==> src/rtl/mips_main_ctrl_fsm_pkg.sv <==
// Shared definitions for the multicycle MIPS main control: state encoding,
// opcode/func constants, AluOp codes (common with ula_ctrl) and datapath mux selects.
package mips_main_ctrl_fsm_pkg;

    typedef enum logic [3:0] {
        S_IDLE    = 4'd0,
        S_FETCH   = 4'd1,
        S_DECODE  = 4'd2,
        S_EXEC_R  = 4'd3,
        S_WB_R    = 4'd4,
        S_EXEC_I  = 4'd5,
        S_WB_I    = 4'd6,
        S_ADDR    = 4'd7,
        S_MEM_RD  = 4'd8,
        S_WB_MEM  = 4'd9,
        S_MEM_WR  = 4'd10,
        S_BRANCH  = 4'd11,
        S_JUMP    = 4'd12,
        S_JR      = 4'd13,
        S_ERR     = 4'd14
    } state_t;

    localparam int WAIT_MAX_DEF = 16;
    localparam int CNT_W_DEF    = 5;

    localparam logic [5:0] OP_RTYPE = 6'b000000;
    localparam logic [5:0] OP_J     = 6'b000010;
    localparam logic [5:0] OP_JAL   = 6'b000011;
    localparam logic [5:0] OP_BEQ   = 6'b000100;
    localparam logic [5:0] OP_BNE   = 6'b000101;
    localparam logic [5:0] OP_ADDI  = 6'b001000;
    localparam logic [5:0] OP_SLTI  = 6'b001010;
    localparam logic [5:0] OP_SLTIU = 6'b001011;
    localparam logic [5:0] OP_ANDI  = 6'b001100;
    localparam logic [5:0] OP_ORI   = 6'b001101;
    localparam logic [5:0] OP_XORI  = 6'b001110;
    localparam logic [5:0] OP_LUI   = 6'b001111;
    localparam logic [5:0] OP_LW    = 6'b100011;
    localparam logic [5:0] OP_SW    = 6'b101011;

    localparam logic [5:0] FUNC_JR  = 6'b001000;

    localparam logic [3:0] ALU_ADD   = 4'b0000;
    localparam logic [3:0] ALU_SUB   = 4'b0001;
    localparam logic [3:0] ALU_RTYPE = 4'b0010;
    localparam logic [3:0] ALU_SLTI  = 4'b0011;
    localparam logic [3:0] ALU_SLTIU = 4'b1000;
    localparam logic [3:0] ALU_ANDI  = 4'b0100;
    localparam logic [3:0] ALU_ORI   = 4'b0101;
    localparam logic [3:0] ALU_XORI  = 4'b0110;
    localparam logic [3:0] ALU_LUI   = 4'b0111;

    localparam logic [1:0] SRCB_REGB  = 2'b00;
    localparam logic [1:0] SRCB_FOUR  = 2'b01;
    localparam logic [1:0] SRCB_IMM   = 2'b10;
    localparam logic [1:0] SRCB_IMMSH = 2'b11;

    localparam logic [1:0] PCSRC_ALU    = 2'b00;
    localparam logic [1:0] PCSRC_ALUOUT = 2'b01;
    localparam logic [1:0] PCSRC_JUMP   = 2'b10;
    localparam logic [1:0] PCSRC_REGA   = 2'b11;

    localparam logic [1:0] DST_RT = 2'b00;
    localparam logic [1:0] DST_RD = 2'b01;
    localparam logic [1:0] DST_RA = 2'b10;

    localparam logic [1:0] WB_ALUOUT = 2'b00;
    localparam logic [1:0] WB_MDR    = 2'b01;
    localparam logic [1:0] WB_PC     = 2'b10;

    function automatic logic [3:0] immAluOp(input logic [5:0] op);
        logic [3:0] code;
        code = ALU_ADD;
        case (op)
            OP_SLTI:  code = ALU_SLTI;
            OP_SLTIU: code = ALU_SLTIU;
            OP_ANDI:  code = ALU_ANDI;
            OP_ORI:   code = ALU_ORI;
            OP_XORI:  code = ALU_XORI;
            OP_LUI:   code = ALU_LUI;
            default:  code = ALU_ADD;
        endcase
        return code;
    endfunction

    function automatic logic isMemState(input state_t s);
        return (s == S_FETCH) || (s == S_MEM_RD) || (s == S_MEM_WR);
    endfunction

endpackage

==> src/rtl/mips_main_ctrl_fsm_if.sv <==
// Control/datapath bundle between the main control FSM (master) and the datapath/memory side (slave).
interface mips_main_ctrl_fsm_if;

    logic [5:0] opcode;
    logic [5:0] func;
    logic       zero;
    logic       mem_ready;

    logic [3:0] AluOp;
    logic       AluSrcA;
    logic [1:0] AluSrcB;
    logic       IorD;
    logic       MemRead;
    logic       MemWrite;
    logic       IRWrite;
    logic       PCWrite;
    logic [1:0] PCSource;
    logic       RegWrite;
    logic [1:0] RegDst;
    logic [1:0] MemtoReg;
    logic       illegal;
    logic       timeout;
    logic [3:0] state_o;

    modport master (
        input  opcode, func, zero, mem_ready,
        output AluOp, AluSrcA, AluSrcB, IorD, MemRead, MemWrite, IRWrite,
               PCWrite, PCSource, RegWrite, RegDst, MemtoReg,
               illegal, timeout, state_o
    );

    modport slave (
        output opcode, func, zero, mem_ready,
        input  AluOp, AluSrcA, AluSrcB, IorD, MemRead, MemWrite, IRWrite,
               PCWrite, PCSource, RegWrite, RegDst, MemtoReg,
               illegal, timeout, state_o
    );

endinterface

==> src/rtl/mips_main_ctrl_fsm_timer.sv <==
// Memory-wait watchdog: counts cycles spent waiting for mem_ready and flags expiry
// on the last allowed cycle unless mem_ready arrives in that same cycle.
module mips_main_ctrl_fsm_timer #(
    parameter int WAIT_MAX = 16,
    parameter int CNT_W    = 5
) (
    input  logic clk,
    input  logic rst,
    input  logic i_inMem,
    input  logic i_memReady,
    input  logic i_stateChange,
    output logic o_expire
);

    localparam logic [CNT_W-1:0] LAST_WAIT = CNT_W'(WAIT_MAX - 1);

    logic [CNT_W-1:0] r_cnt;

    // Any state change restarts the count so every memory state starts from zero.
    always_ff @(posedge clk) begin
        if (rst) begin
            r_cnt <= '0;
        end else if (i_stateChange || i_memReady) begin
            r_cnt <= '0;
        end else if (i_inMem && (r_cnt != LAST_WAIT)) begin
            r_cnt <= r_cnt + 1'b1;
        end
    end

    assign o_expire = i_inMem && !i_memReady && (r_cnt == LAST_WAIT);

endmodule

==> src/rtl/mips_main_ctrl_fsm.sv <==
// Multicycle MIPS main control FSM: sequences fetch/decode/execute/memory/writeback,
// drives datapath enables and the AluOp code consumed by ula_ctrl.
module mips_main_ctrl_fsm
    import mips_main_ctrl_fsm_pkg::*;
#(
    parameter int WAIT_MAX = WAIT_MAX_DEF,
    parameter int CNT_W    = CNT_W_DEF
) (
    input  logic                   clk,
    input  logic                   rst,
    mips_main_ctrl_fsm_if.master   bus
);

    state_t r_state;
    state_t w_next;
    logic   r_illegal;
    logic   r_timeout;
    logic   w_expire;
    logic   w_inMem;
    logic   w_stateChange;
    logic   w_decodeIllegal;

    assign w_inMem       = isMemState(r_state);
    assign w_stateChange = (w_next != r_state);

    mips_main_ctrl_fsm_timer #(
        .WAIT_MAX (WAIT_MAX),
        .CNT_W    (CNT_W)
    ) u_timer (
        .clk           (clk),
        .rst           (rst),
        .i_inMem       (w_inMem),
        .i_memReady    (bus.mem_ready),
        .i_stateChange (w_stateChange),
        .o_expire      (w_expire)
    );

    always_ff @(posedge clk) begin
        if (rst) begin
            r_state   <= S_IDLE;
            r_illegal <= 1'b0;
            r_timeout <= 1'b0;
        end else begin
            r_state <= w_next;
            if (w_decodeIllegal) begin
                r_illegal <= 1'b1;
            end
            if (w_expire) begin
                r_timeout <= 1'b1;
            end
        end
    end

    always_comb begin
        w_next          = r_state;
        w_decodeIllegal = 1'b0;
        case (r_state)
            S_IDLE:   w_next = S_FETCH;
            S_FETCH: begin
                if (bus.mem_ready) begin
                    w_next = S_DECODE;
                end else if (w_expire) begin
                    w_next = S_ERR;
                end
            end
            S_DECODE: begin
                case (bus.opcode)
                    OP_RTYPE:      w_next = (bus.func == FUNC_JR) ? S_JR : S_EXEC_R;
                    OP_LW, OP_SW:  w_next = S_ADDR;
                    OP_BEQ, OP_BNE: w_next = S_BRANCH;
                    OP_J, OP_JAL:  w_next = S_JUMP;
                    OP_ADDI, OP_SLTI, OP_SLTIU, OP_ANDI,
                    OP_ORI, OP_XORI, OP_LUI: w_next = S_EXEC_I;
                    default: begin
                        w_decodeIllegal = 1'b1;
                        w_next          = S_ERR;
                    end
                endcase
            end
            S_EXEC_R: w_next = S_WB_R;
            S_WB_R:   w_next = S_FETCH;
            S_EXEC_I: w_next = S_WB_I;
            S_WB_I:   w_next = S_FETCH;
            S_ADDR:   w_next = (bus.opcode == OP_SW) ? S_MEM_WR : S_MEM_RD;
            S_MEM_RD: begin
                if (bus.mem_ready) begin
                    w_next = S_WB_MEM;
                end else if (w_expire) begin
                    w_next = S_ERR;
                end
            end
            S_WB_MEM: w_next = S_FETCH;
            S_MEM_WR: begin
                if (bus.mem_ready) begin
                    w_next = S_FETCH;
                end else if (w_expire) begin
                    w_next = S_ERR;
                end
            end
            S_BRANCH: w_next = S_FETCH;
            S_JUMP:   w_next = S_FETCH;
            S_JR:     w_next = S_FETCH;
            S_ERR:    w_next = S_ERR;
            default:  w_next = S_IDLE;
        endcase
    end

    // Fetch commits PC and IR only in the cycle memory actually delivers the word.
    always_comb begin
        bus.AluOp    = ALU_ADD;
        bus.AluSrcA  = 1'b0;
        bus.AluSrcB  = SRCB_REGB;
        bus.IorD     = 1'b0;
        bus.MemRead  = 1'b0;
        bus.MemWrite = 1'b0;
        bus.IRWrite  = 1'b0;
        bus.PCWrite  = 1'b0;
        bus.PCSource = PCSRC_ALU;
        bus.RegWrite = 1'b0;
        bus.RegDst   = DST_RT;
        bus.MemtoReg = WB_ALUOUT;
        case (r_state)
            S_FETCH: begin
                bus.MemRead = 1'b1;
                bus.AluSrcB = SRCB_FOUR;
                bus.IRWrite = bus.mem_ready;
                bus.PCWrite = bus.mem_ready;
            end
            S_DECODE: begin
                bus.AluSrcB = SRCB_IMMSH;
            end
            S_EXEC_R: begin
                bus.AluSrcA = 1'b1;
                bus.AluOp   = ALU_RTYPE;
            end
            S_WB_R: begin
                bus.RegWrite = 1'b1;
                bus.RegDst   = DST_RD;
            end
            S_EXEC_I: begin
                bus.AluSrcA = 1'b1;
                bus.AluSrcB = SRCB_IMM;
                bus.AluOp   = immAluOp(bus.opcode);
            end
            S_WB_I: begin
                bus.RegWrite = 1'b1;
            end
            S_ADDR: begin
                bus.AluSrcA = 1'b1;
                bus.AluSrcB = SRCB_IMM;
            end
            S_MEM_RD: begin
                bus.MemRead = 1'b1;
                bus.IorD    = 1'b1;
            end
            S_WB_MEM: begin
                bus.RegWrite = 1'b1;
                bus.MemtoReg = WB_MDR;
            end
            S_MEM_WR: begin
                bus.MemWrite = 1'b1;
                bus.IorD     = 1'b1;
            end
            S_BRANCH: begin
                bus.AluSrcA  = 1'b1;
                bus.AluOp    = ALU_SUB;
                bus.PCSource = PCSRC_ALUOUT;
                bus.PCWrite  = ((bus.opcode == OP_BEQ) && bus.zero) ||
                               ((bus.opcode == OP_BNE) && !bus.zero);
            end
            S_JUMP: begin
                bus.PCWrite  = 1'b1;
                bus.PCSource = PCSRC_JUMP;
                if (bus.opcode == OP_JAL) begin
                    bus.RegWrite = 1'b1;
                    bus.RegDst   = DST_RA;
                    bus.MemtoReg = WB_PC;
                end
            end
            S_JR: begin
                bus.PCWrite  = 1'b1;
                bus.PCSource = PCSRC_REGA;
            end
            default: begin
            end
        endcase
    end

    assign bus.illegal = r_illegal;
    assign bus.timeout = r_timeout;
    assign bus.state_o = r_state;

endmodule

==> src/flat_wrapper.sv <==
// flat-port wrapper written by rule: the top's interface ports become plain ports
module mips_main_ctrl_fsm_flat import mips_main_ctrl_fsm_pkg::*;
#(
    parameter int WAIT_MAX = WAIT_MAX_DEF,
    parameter int CNT_W    = CNT_W_DEF
)
  (clk, rst, bus_opcode, bus_func, bus_zero, bus_mem_ready, bus_AluOp, bus_AluSrcA, bus_AluSrcB, bus_IorD, bus_MemRead, bus_MemWrite, bus_IRWrite, bus_PCWrite, bus_PCSource, bus_RegWrite, bus_RegDst, bus_MemtoReg, bus_illegal, bus_timeout, bus_state_o);
  mips_main_ctrl_fsm_if bus_i ();
  input  logic clk;
  input  logic rst;
  input wire logic [$bits(bus_i.opcode)-1:0] bus_opcode;
  input wire logic [$bits(bus_i.func)-1:0] bus_func;
  input wire logic [$bits(bus_i.zero)-1:0] bus_zero;
  input wire logic [$bits(bus_i.mem_ready)-1:0] bus_mem_ready;
  output wire logic [$bits(bus_i.AluOp)-1:0] bus_AluOp;
  output wire logic [$bits(bus_i.AluSrcA)-1:0] bus_AluSrcA;
  output wire logic [$bits(bus_i.AluSrcB)-1:0] bus_AluSrcB;
  output wire logic [$bits(bus_i.IorD)-1:0] bus_IorD;
  output wire logic [$bits(bus_i.MemRead)-1:0] bus_MemRead;
  output wire logic [$bits(bus_i.MemWrite)-1:0] bus_MemWrite;
  output wire logic [$bits(bus_i.IRWrite)-1:0] bus_IRWrite;
  output wire logic [$bits(bus_i.PCWrite)-1:0] bus_PCWrite;
  output wire logic [$bits(bus_i.PCSource)-1:0] bus_PCSource;
  output wire logic [$bits(bus_i.RegWrite)-1:0] bus_RegWrite;
  output wire logic [$bits(bus_i.RegDst)-1:0] bus_RegDst;
  output wire logic [$bits(bus_i.MemtoReg)-1:0] bus_MemtoReg;
  output wire logic [$bits(bus_i.illegal)-1:0] bus_illegal;
  output wire logic [$bits(bus_i.timeout)-1:0] bus_timeout;
  output wire logic [$bits(bus_i.state_o)-1:0] bus_state_o;
  assign bus_i.opcode = bus_opcode;
  assign bus_i.func = bus_func;
  assign bus_i.zero = bus_zero;
  assign bus_i.mem_ready = bus_mem_ready;
  assign bus_AluOp = bus_i.AluOp;
  assign bus_AluSrcA = bus_i.AluSrcA;
  assign bus_AluSrcB = bus_i.AluSrcB;
  assign bus_IorD = bus_i.IorD;
  assign bus_MemRead = bus_i.MemRead;
  assign bus_MemWrite = bus_i.MemWrite;
  assign bus_IRWrite = bus_i.IRWrite;
  assign bus_PCWrite = bus_i.PCWrite;
  assign bus_PCSource = bus_i.PCSource;
  assign bus_RegWrite = bus_i.RegWrite;
  assign bus_RegDst = bus_i.RegDst;
  assign bus_MemtoReg = bus_i.MemtoReg;
  assign bus_illegal = bus_i.illegal;
  assign bus_timeout = bus_i.timeout;
  assign bus_state_o = bus_i.state_o;
  mips_main_ctrl_fsm #(.WAIT_MAX(WAIT_MAX), .CNT_W(CNT_W)) u_core (.clk(clk), .rst(rst), .bus(bus_i));
endmodule
==> config.mk <==
export PLATFORM = sky130hd
export DESIGN_NAME = mips_main_ctrl_fsm_flat
export DESIGN_NICKNAME = d
export VERILOG_FILES = /design/src/rtl/mips_main_ctrl_fsm_pkg.sv /design/src/rtl/mips_main_ctrl_fsm_if.sv /design/src/rtl/mips_main_ctrl_fsm_timer.sv /design/src/rtl/mips_main_ctrl_fsm.sv /design/src/flat_wrapper.sv
export SDC_FILE = /design/constraint.sdc
export NUM_CORES = 1
export LEC_CHECK = 0
export CAP_MARGIN = 5
export CORE_MARGIN = 2
export CORE_UTILIZATION = 42
export CTS_CLUSTER_SIZE = 10
export DETAILED_ROUTE_END_ITERATION = 10
export GPL_ROUTABILITY_DRIVEN = 1
export PLACE_DENSITY_LB_ADDON = 0.05
export SLEW_MARGIN = 20
export SYNTH_ARGS = -nofsm -noshare
export SYNTH_HDL_FRONTEND = slang
export SYNTH_SLANG_ARGS = --single-unit
export TNS_END_PERCENT = 1
==> constraint.sdc <==
create_clock -name clk -period 2.2 [get_ports clk]
set_input_delay 0.22 -clock clk [delete_from_list [all_inputs] [get_ports clk]]
set_output_delay 0.22 -clock clk [all_outputs]
set_load 0.03 [all_outputs]
Word-level counts from Yosys, hierarchy flattened
Cells that the tools add are included.

word-level totals
  input port bits = 16
  register bits after elaboration = 11
  output and inout bits = 25

operators by class
  reduce and logical (&&, ||, !) cells = 26
  eq/ne operators = 31
  mux-type cells = 25
  $add $sub $neg = 1

operator list
  operator                                        number
  == test 6 x 4 -> 1 bit (second input constant)  8
  one-hot mux 4 bit (9 select lines)              1
  == test 4 bit (second input constant)           7
  one-hot mux 4 bit (6 select lines)              1
  two-way mux 4 bit                               5
  one-hot mux 4 bit (5 select lines)              1
  == test 4 x 3 -> 1 bit (second input constant)  4
  OR reduction 2 bit                              8
  OR reduction 14 bit                             1
  OR reduction 7 bit                              2
  == test 6 x 2 -> 1 bit (second input constant)  2
  == test 6 x 3 -> 1 bit (second input constant)  2
  == test 6 bit (second input constant)           2
  one-hot mux 2 bit (3 select lines)              2
  one-hot mux 4 bit (3 select lines)              1
  == test 4 x 2 -> 1 bit (second input constant)  2
  two-way mux 1 bit                               8
  one-hot mux 2 bit (2 select lines)              2
  logical NOT 6 bit                               1
  adder 5 x 1 -> 5 bit (second input constant)    1
  == test 5 x 4 -> 1 bit (second input constant)  1
  logical AND 1 bit                               5
  != test 5 x 4 -> 1 bit (second input constant)  1
  == test 4 x 1 -> 1 bit (second input constant)  1
  9 further kinds                                 14

Longest topological paths before layout
Gate-level depths: netlist of the first run.

  depth after elaboration = 11
  depth in mapped cells = 9

By module
From an unflattened synthesis of the first run, not the netlist that was laid out.

unflattened totals
  cells, all modules = 164
  area, all modules = 1206.2 um^2

modules (own cells, without submodules)
  module                    area an instance (um^2)  times used  cells an instance
  mips_main_ctrl_fsm        959.7                    1           136
  mips_main_ctrl_fsm_timer  246.5                    1           28

Worst setup path after synthesis of the first run
OpenSTA, ideal clock, no wires.

  kind = register to output
  from = register u_core.r_state[3] (netlist: u_core.bus.state_o[3])
  to = output port bus_RegWrite
  path buffers = 1
  data required time = 1.980 ns
  arrival = 2.334 ns
  slack = -0.354 ns
  cell stages (with the launch flop) = 5
  cell sequence = dfxtp_1 buf_6 nand2_1 nor4_1 a211o_1

on the way
  word-level cells in the longest chain between the ends = 3
  elaborated cells on any way between the ends = 6
  those cells by class = eq/ne: 4; mux: 1; reduce/logical: 1

RTL lines
  element                                                         line                       source
  start, declared                                                 mips_main_ctrl_fsm.sv:14   state_t r_state;
  start signal, assigned                                          mips_main_ctrl_fsm.sv:44   r_state <= w_next;
  == test 4 x 3 -> 1 bit / == test 4 bit (equally long branches)  mips_main_ctrl_fsm.sv:122  case (r_state)
  OR reduction 3 bit (no line)                                    -
  one-hot mux 1 bit (2 select lines) (*)                          mips_main_ctrl_fsm.sv:122
  end, declared                                                   flat_wrapper.sv:24         output wire logic [$bits(bus_i.RegWrite)-1:0] bus_RegWrite;

Every way passes the cells marked *; elsewhere a longest branch is shown, timed or not.

Worst setup path after layout of the first run
  from = register u_core.u_timer.r_cnt[0]
  to = register u_core.u_timer.r_cnt[4]

on the way
  word-level cells in the longest chain between the ends = 8
  elaborated cells on any way between the ends = 13
  those cells by class = add/sub: 1; eq/ne: 3; mux: 5; reduce/logical: 4

RTL lines
  element                               line                                                                          source
  start, declared                       mips_main_ctrl_fsm_timer.sv:17                                                logic [CNT_W-1:0] r_cnt;
  start signal, assigned                mips_main_ctrl_fsm_timer.sv:26                                                r_cnt <= r_cnt + 1'b1;
  == test 5 x 4 -> 1 bit                mips_main_ctrl_fsm_timer.sv:30                                                assign o_expire = i_inMem && !i_memReady && (r_cnt == LAST_WAIT);
  logical AND 1 bit                     mips_main_ctrl_fsm_timer.sv:30
  two-way mux 4 bit                     mips_main_ctrl_fsm.sv:62, mips_main_ctrl_fsm.sv:88, mips_main_ctrl_fsm.sv:96
  two-way mux 4 bit (on tied branches)  mips_main_ctrl_fsm.sv:94, mips_main_ctrl_fsm.sv:60, mips_main_ctrl_fsm.sv:86
  one-hot mux 4 bit (9 select lines)    mips_main_ctrl_fsm.sv:57                                                      case (r_state)
  != test 4 bit                         mips_main_ctrl_fsm.sv:24                                                      assign w_stateChange = (w_next != r_state);
  logical OR 1 bit                      mips_main_ctrl_fsm_timer.sv:23                                                end else if (i_stateChange || i_memReady) begin
  OR reduction 2 bit (no line)          -

Parallel ways exist; a longest one is shown, timed or not.
A chain may end at the register's enable or synchronous reset.

==> summary.md, run 1 <==
| Metric | Value |
|---|---|
| H-tree Lvls | `1` |
| Core Area | `2810 µm²` |
| Cell Count Post-Placement | `240` |
| Period Utilization, post-route | `0.982` |
| DRT Pass-1 Iters | `7` |
| RSZ-0062 raised after global routing | `yes` |
| Layout cells sized above 1 | `0.262` |
| CTS Buf Count | `3` |
| Gate Count Post-Synth | `164` |
| DRC errors left | `2` |
| CP startpoint | `u_core.u_timer.r_cnt[0]` |
| Initial core utilization | `0.453` |
| Global route overflow | `0` |
| Initial DRC Count | `86` |
| Worst EP arrival | `2.34 ns` |
| Predominant post-synthesis flop cell | `dfxtp_1` |
| Die height | `59.0 µm` |
| Die Area | `3480 µm²` |
| Clock Tree Root | `clkbuf_4` |
| HPWL after detailed placement | `2770 µm` |
| Worst r2r dst | `u_core.u_timer.r_cnt[4]` |
| Synth cell types | `54` |
| Static leakage | `0.754 nW` |
| Count of final hold-check violations | `0` |
| Crit Path Class | `reg2reg` |
| Cell count along the critical path | `9` |
| Most frequent cells in the layout | `clkdlybuf4s50_1, buf_4, nor2_1` |
| Post-synthesis register bit count | `11` |
| Post-Syn Nets | `182` |
| Skew final | `0.00459 ns` |
| # IOs | `41` |
| Worst r2r src | `u_core.u_timer.r_cnt[0]` |
| Synth warn | `0` |
| Mean Syn Cell Area | `7.74 µm²` |
| Final setup TNS | `0 ns` |
| Fmax | `0.463 GHz` |
| Antenna cells | `0` |
| Filler cells | `256` |
| PortBufs | `40` |
| Final ANT Viol Nets | `0` |
| Largest net degree at the start of global routing | `15` |
| Std cell rows | `19` |
| Critical Path Sink Type | `flip-flop` |
| CP Cell Sequence | `ha_1, and3_4, ha_4, nor3_4, or2_2, a31oi_1, nor3_2, o211ai_4, a2111oi_4` |
| Power per cell area | `roughly 520 nW/µm²` |
| Final-stage net count | `between 200 and 250` |
| Fin cells | `245` |
| TritonCTS clock tree | `yes` |
| Reg2Reg Depth | `9` |
| Failing checks | `DRC` |
| DR vias | `between 1000 and 1500` |
| Layout area overhead | `44.3%` |
| Tot Pwr | `956 µW` |
| Hold Crit Class | `reg2reg` |
| Register area share after synthesis | `0.173` |
| WHS Endpoint | `u_core.bus.timeout` |
| Clock Latency Late Sink | `~0.28 ns` |
| Final GP Congestion | `0.804` |
| Synth Cell Area | `1270 µm²` |
| Worst-Margin Slew | `between 0.4 and 0.5 ns` |
| Clk sinks | `11` |
| Critical hold path startpoint | `u_core.bus.timeout` |
| Routed WL | `between 3000 and 4000 µm` |
| IR drop worst, VDD | `approximately 0.00034 V` |
| Vias per cell | `5.67` |
| Initial antenna violation count | `0` |
| Number of synthesized flops with an enable pin | `0` |
| Routed len/inst | `14.4 µm` |
| Startpoint Class | `flip-flop` |
| Maximum net fanout on the critical path | `5` |
| Crit path time final | `2.16 ns` |
| Worst Path Required | `approximately 2.4 ns` |
| Hold depth | `2` |
| Pre-CTS setup slack | `-0.0285 ns` |
| Maximum root-to-sink buffer count | `2` |
| Post-layout util | `0.653` |
| Max_cap viols | `0` |
| Setup WS post-layout | `around 0.04 ns` |
| Reg2reg setup slack | `roughly 0.039 ns` |
| Status | `finished with violations` |
| Slew HR | `0.728` |
| Finish-stage setup viols | `0` |
| Die X | `59.0 µm` |
| Worst path slowest cell | `dfxtp_1` |
| Top delay family on crit path | `simple AND/OR/NAND/NOR gates` |
| Async SR Flop Fraction | `0` |
| Buf/Inv on CP | `0` |
| Total GRT Usage | `0.210` |
| First-pass GRT wire length | `5750 µm` |
| Commonest non-fill, non-tap cell in the layout | `clkdlybuf4s50_1` |
| Number of global-route vias before repair | `1301` |
| Slew Viols, Final | `0` |
| CP peak stage delay | `~0.32 ns` |
| Clock transition at path regs | `about 0.080 ns` |
## synth_stat cells (3+ instances only)
| master | n | area (µm²) |
|---|---|---|
| dfxtp_1 | 11 | 220 |
| nand2b_1 | 10 | 62.6 |
| xor2_1 | 4 | 35.0 |
| a31oi_1 | 4 | 25.0 |
| or2_2 | 3 | 18.8 |
| nor3_1 | 4 | 20.0 |
| buf_2 | 5 | 25.0 |
| o21ai_0 | 3 | 15.0 |
| inv_1 | 5 | 18.8 |
| nor2_1 | 23 | 86.3 |
| buf_6 | 4 | 45.0 |
| a21oi_1 | 10 | 50.1 |
| and3_1 | 3 | 18.8 |
| nor3_2 | 6 | 60.1 |
| nand2_1 | 13 | 48.8 |
| o22ai_1 | 3 | 18.8 |
| nor2b_1 | 7 | 43.8 |
## report_power, final
group          total, mW  leakage [nW]  internal (mW)  switching (mW)
Clock              0.144        0.0177         0.0675          0.0761
Combinational      0.568         0.646          0.250           0.318
Sequential         0.245        0.0908          0.214          0.0308
Total              0.956         0.754          0.531           0.425
## per-stage QoR
step / cell area [µm²] / hold WS, ns
2_1_floorplan: 1280 / 0.289
3_3_place_gp: 1750 / 0.476
3_5_place_dp: 1750 / 0.477
4_1_cts: 1780 / 0.497
5_1_grt: 1830 / 0.532
6_report: 1830 / 0.487
## worst max path at each step
stage | end | slack (ns)
2_1_floorplan | bus_AluOp[0] | -0.07
3_3_place_gp | u_core.u_timer.r_cnt[4] | 0.05
3_5_place_dp | u_core.u_timer.r_cnt[4] | -0.03
4_1_cts | bus_AluOp[0] | 0.0001
5_1_grt | u_core.u_timer.r_cnt[4] | -0.04
6_report | u_core.u_timer.r_cnt[4] | 0.04
## what timing repair did
item,4_1_cts,5_1_grt
pin swaps,2,4
setup endpoints to repair,14,14
setup buffers,0,1
resized for setup,5,10
gates cloned,0,0
hold buffers,0,0
## kinds of logic after synthesis
family | after synthesis | synth area share
and+or+nand+nor | 88 | 0.410
buffers and inverters | 17 | 0.0847
adders and majority gates | 2 | 0.0197
xor gates and xnor gates | 5 | 0.0345
AOI/OAI and AO/OA | 39 | 0.262
DFF | 11 | 0.173
muxes | 2 | 0.0158
## worst reg2reg max path, cell delays in order, from the launching register on
cell and delay, ns:
dfxtp_1 0.32, ha_1 0.21, and3_4 0.20, ha_4 0.18
nor3_4 0.19, or2_2 0.13, a31oi_1 0.09, nor3_2 0.27
o211ai_4 0.18, a2111oi_4 0.29
## per-layer routing
| layer | routed length, µm | vias up | GRT usage |
|---|---|---|---|
| li1 | - | 693 | - |
| met1 | 1540 | 640 | 0.270 |
| met2 | 1760 | 51 | 0.373 |
| met3 | 184 | 6 | 0.0415 |
| met4 | 31 | 0 | 0.0260 |
| met5 | 0 | - | 0 |
## state kept, by name, summed over array words and instances, names as in the netlist
signal / count
u_core.bus.timeout: 1
u_core.bus.state_o: 4
u_core.bus.illegal: 1
u_core.u_timer.r_cnt: 5
## cell type report
type                            instances  area (µm²)  area share
Multi-Input combinational cell        136         992       0.541
Sequential cell                        11         225       0.123
Clock buffer                            3        22.5      0.0123
Clock inverter                          1        5.00     0.00273
Timing Repair Buffer                   58         531       0.289
Inverter                                5        18.8      0.0102
Tap cell                               31        38.8      0.0212
Note: power is estimated with default switching activity, not from simulation.
==> run 2, diff against run 1 <==
- CAP_MARGIN: 5 -> 10
==> results of run 2 <==
Same layout as run 1: the final DEF is identical, and so are final timing and power.
